[config.mk]
export PLATFORM = sky130hd
export DESIGN_NAME = df_serial_add_ctrl
export DESIGN_NICKNAME = d
export VERILOG_FILES = /design/src/rtl/df_serial_add_ctrl.sv
export SDC_FILE = /design/constraint.sdc
export NUM_CORES = 1
export LEC_CHECK = 0
export BUFFER_PORTS_ARGS = -buffer_cell sky130_fd_sc_hd__buf_2
export CORE_MARGIN = 2
export CORE_UTILIZATION = 45
export DETAILED_ROUTE_END_ITERATION = 12
export PLACE_DENSITY = 0.7
export SLEW_MARGIN = 10
export SYNTH_ARGS = -nofsm -noshare
export SYNTH_HDL_FRONTEND = slang
export SYNTH_SLANG_ARGS = --single-unit
[constraint.sdc]
create_clock -name clk -period 3 [get_ports clk]
set_input_delay 0.3 -clock clk [delete_from_list [all_inputs] [get_ports clk]]
set_output_delay 0.3 -clock clk [all_outputs]
set_load 0.01 [all_outputs]
[src/rtl/df_serial_add_ctrl.sv]
// rtl/df_serial_add_ctrl.sv - bit-serial add sequencer driving one external full adder
//
// Purpose
//   Accepts two WIDTH-bit operands over a valid/ready handshake, walks them
//   LSB-first through a single external df_fulladder (one bit per cycle, carry
//   kept in a flop between steps) and returns the WIDTH-bit sum and carry-out
//   over a second valid/ready handshake.
//
// Ports
//   clk, rst              clock and synchronous active-high reset
//   in_valid/in_ready     operand handshake; in_ready is high only when idle
//   in_a, in_b            unsigned operands, held by the source until accepted
//   in_sub                (DF_SERIAL_ADD_SUB_EN only) subtract in_b from in_a
//   out_valid/out_ready   result handshake; result held while out_ready is low
//   out_sum, out_co       result bits and final carry-out
//   fa_a, fa_b, fa_ci     to the external full adder, zero outside RUN
//   fa_s, fa_co           from the external full adder
//
// Configuration
//   DF_SERIAL_ADD_SUB_EN  adds in_sub; subtract is a + ~b + 1 with the carry
//                         flop preset to 1, so out_co=1 means no borrow.

module df_serial_add_ctrl #(
  parameter int WIDTH = 16
) (
  input  logic             clk,
  input  logic             rst,
  input  logic             in_valid,
  output logic             in_ready,
  input  logic [WIDTH-1:0] in_a,
  input  logic [WIDTH-1:0] in_b,
`ifdef DF_SERIAL_ADD_SUB_EN
  input  logic             in_sub,
`endif
  output logic             out_valid,
  input  logic             out_ready,
  output logic [WIDTH-1:0] out_sum,
  output logic             out_co,
  output logic             fa_a,
  output logic             fa_b,
  output logic             fa_ci,
  input  logic             fa_s,
  input  logic             fa_co
);

  localparam int CNT_W = (WIDTH > 1) ? $clog2(WIDTH) : 1;

  typedef enum logic [1:0] {
    S_IDLE = 2'd0,
    S_RUN  = 2'd1,
    S_DONE = 2'd2
  } state_t;

  state_t state;
  state_t state_nxt;

  logic [WIDTH-1:0] a_sh;
  logic [WIDTH-1:0] b_sh;
  logic [WIDTH-1:0] sum_sh;
  logic             carry;
  logic [CNT_W-1:0] cnt;
  logic             last_bit;
  logic             b_bit;
  logic             carry_init;

  assign last_bit = (cnt == CNT_W'(WIDTH - 1));

`ifdef DF_SERIAL_ADD_SUB_EN
  logic sub_q;

  // Subtract feeds the inverted B bit; the +1 comes from the preset carry.
  assign b_bit      = b_sh[0] ^ sub_q;
  assign carry_init = in_sub;

  always_ff @(posedge clk) begin
    if (rst) begin
      sub_q <= 1'b0;
    end else if (state == S_IDLE && in_valid) begin
      sub_q <= in_sub;
    end
  end
`else
  assign b_bit      = b_sh[0];
  assign carry_init = 1'b0;
`endif

  // The result registers double as the output: they only change in RUN, so
  // they are naturally stable for the whole of DONE.
  assign out_sum = sum_sh;
  assign out_co  = carry;

  always_ff @(posedge clk) begin
    if (rst) begin
      state <= S_IDLE;
    end else begin
      state <= state_nxt;
    end
  end

  always_comb begin
    state_nxt = state;
    in_ready  = 1'b0;
    out_valid = 1'b0;
    fa_a      = 1'b0;
    fa_b      = 1'b0;
    fa_ci     = 1'b0;
    case (state)
      S_IDLE: begin
        in_ready = 1'b1;
        if (in_valid) begin
          state_nxt = S_RUN;
        end
      end
      S_RUN: begin
        fa_a  = a_sh[0];
        fa_b  = b_bit;
        fa_ci = carry;
        if (last_bit) begin
          state_nxt = S_DONE;
        end
      end
      S_DONE: begin
        out_valid = 1'b1;
        if (out_ready) begin
          state_nxt = S_IDLE;
        end
      end
      default: begin
        state_nxt = S_IDLE;
      end
    endcase
  end

  always_ff @(posedge clk) begin
    if (rst) begin
      a_sh   <= '0;
      b_sh   <= '0;
      sum_sh <= '0;
      carry  <= 1'b0;
      cnt    <= '0;
    end else begin
      case (state)
        S_IDLE: begin
          if (in_valid) begin
            a_sh  <= in_a;
            b_sh  <= in_b;
            carry <= carry_init;
            cnt   <= '0;
          end
        end
        S_RUN: begin
          // Sum bits enter at the MSB so after WIDTH steps bit 0 sits at the LSB.
          sum_sh <= {fa_s, sum_sh[WIDTH-1:1]};
          carry  <= fa_co;
          a_sh   <= a_sh >> 1;
          b_sh   <= b_sh >> 1;
          // Hold on the last bit so the counter never wraps for power-of-two WIDTH.
          if (!last_bit) begin
            cnt <= cnt + CNT_W'(1);
          end
        end
        default: begin
        end
      endcase
    end
  end

endmodule
==> results.md <==
* Seq/Total Area, Yosys at 47.5%
* Setup crit end kind: output pin
* Number of H-tree levels at 2
* Status: completed
* Hold crit path type: input pin to flip-flop
* Post-CTS Repair Setup Buffers at 0
* Crit Path Class: flip-flop to output pin
* First-pass GRT wire length at 7.88 mm
* Die W at 75.7 µm
* Die Ht at 75.7 µm
* TritonRoute pass-1 iters at 4
* Tmin final at 2.15 ns
* Worst VDD drop at 0.251 mV
* # diodes at 0
* Final Hold Violating Endpoints at 0
* Final WL at 4.93 mm
* Largest net degree at the start of global routing at 51
* Drt via density at 5.11
* Setup Viol. Count Final at 0
* Port-buffer cells at 59
* Filler cells at 504
* Clock Tree Root: clkbuf_8
* CTS Sinks at 55
* DR vias at 2075
* Arrival time at the worst endpoint at 1.85 ns
* Post-Route Skew at 0.00388 ns
* Worst reg-to-reg setup slack at 1.22 ns
* Wire length on met3 at 217 µm
* Reg2Reg Depth at 5
* RSZ-0062 raised after global routing: false
* Area Overhead vs Synth at 15.2%
* Met1 wire length at 2.36 mm
* Num CTS Buffers at 5
* Max_slew headroom at 45.0%
* Pwr dens at 510 nW/µm²
* Mapped Cells at 290
* Unique masters post-synth at 31
* Leading cell type in the layout, fill and taps excluded: nand2_1
* Total gr overflow at 0
* Avg WL per Cell at 12.1 µm
* Worst-path fanout max at 35
* Hold_buf cts at 0
* CTS clock-pin slew for the worst setup and hold paths at 0.09 ns
* Core area at 5040 µm²
* Synth warn at 0
* Post-CTS resize count at 0
* Most frequent cells in the layout: nand2_1 (65), buf_2 (59), dfxtp_1 (55), a21oi_1 (50), nor2_1 (34)
* Highest Clock Rate at 465 MHz
* Flops & latches, synth at 55
* Worst Setup Start Kind: flip-flop
* CTS tree: built
* Dpl hpwl at 3.22 mm
* Clk_lat worst skew at 0.31 ns
* Tightest Pin Transition at 0.823 ns
* Total power at 1360 µW
* Mapped Nets at 329
* Initial Util at 45.9%
* Ports at 60
* Slew Limit Fails at 0
* NumNets Final at 374
* Drt drc at 0
* Req. time, crit path at 2.70 ns
* Total GRT Usage at 17.9%
* Routability cong. at 0.749
* DR iter-0 viols at 136
* Top Layer Used: met4
* Metal2 WL at 2.30 mm
* Share of layout cells above drive strength 1 at 21.4%
* Initial antenna violation count at 0
* WHS Path Cells at 3
* Row count at 26
* Syn Area/Cell at 7.99 µm²
* Post-synthesis cell area at 2320 µm²
* DIE AREA at 5740 µm²
* Max Cap Viol at 0
* Pleak at 0.00113 µW
* Vias in the first global route at 1736
* Final worst-path cycle share at 71.7%
* Post-route antenna net violation count at 0
* Clock Tree Buf Depth at 2
* Setup TNS at 0 ns
flip-flops by register name (all words and copies together), names as in the netlist:
signal   flops
a_sh        16
b_sh        16
out_sum     16
cnt          4
state        2
out_co       1
kinds of logic after synthesis:
logic type | Yosys count | synth area share (%)
and+or+nand+nor | 117 | 21.3
AOI/OAI and AO/OA | 92 | 24.6
DFF | 55 | 47.5
buffers and inverters | 25 | 5.94
adders and majority gates | 1 | 0.540
Yosys cell counts (all sizes together):
cell	n	area (µm²)
nor2b	4	25.0
inv	1	3.75
or4	1	7.51
ha	1	12.5
clkbuf	6	22.5
nor3	1	5.00
a22oi	1	7.51
or3	1	6.26
o21a	1	7.51
o22ai	2	12.5
nand3	3	15.0
dfxtp	55	1100
o21ai	3	15.0
a2bb2oi	1	8.76
and4	1	8.76
nand2b	1	13.8
nand4b	1	8.76
o21bai	1	18.8
a21oi	50	250
buf	18	111
a311oi	1	8.76
and2b	1	7.51
a211oi	30	225
o21ba	1	10.0
or2	1	6.26
nor2	34	128
and2	3	18.8
nand2	65	244
a31oi	1	6.26
per-layer routing:
layer	vias to the layer above	global-route usage [%]
met5	-	0
met4	0	5.85
met3	6	4.76
met2	45	28.4
met1	940	23.6
li1	1084	-
through the flow:
stage               instances  hold WS [ns]  instance area [µm²]  utilization [%]  setup slack, ns
floorplan                 290         0.436                 2320                -             1.62
global placement          398         0.444                 2590             51.3             1.18
detailed placement        398         0.447                 2590             51.3             1.17
CTS                       406         0.214                 2670             52.9            0.820
global route              406         0.228                 2670             52.9            0.683
finish                    406         0.222                 2670             52.9            0.848
path summary, 6_finish.rpt:
path / start / end
min: in_a[11] / a_sh[11]$_SDFFE_PP0P_
max: state[0]$_SDFFE_PP0P_ / fa_b
max reg2reg: state[0]$_SDFFE_PP0P_ / cnt[3]$_SDFFE_PP0P_
min reg2reg: out_sum[0]$_SDFFE_PP0N_ / out_sum[0]$_SDFFE_PP0N_
report_power, final:
part	switching, µW	total, µW	internal (µW)
combinational	106	176	70.3
clock	228	393	164
sequential	22.8	794	771
total	357	1360	1010
critical path, stage by stage, from the launching register on:
cell and delay, ns:
dfxtp_1 0.53, and2b_1 0.31, buf_4 0.38, and2_1 0.19, buf_2 0.12
final cells by class:
cell class	count	area (µm²)	area share [%]
sequential	55	1100	41.3
multi-input combinational	210	1080	40.4
timing repair buffer	62	318	11.9
tap	70	87.6	3.28
clock buffer	7	76.3	2.86
clock inverter	1	5.00	0.188
inverter	1	3.75	0.141
(Power assumes the default switching activity.)
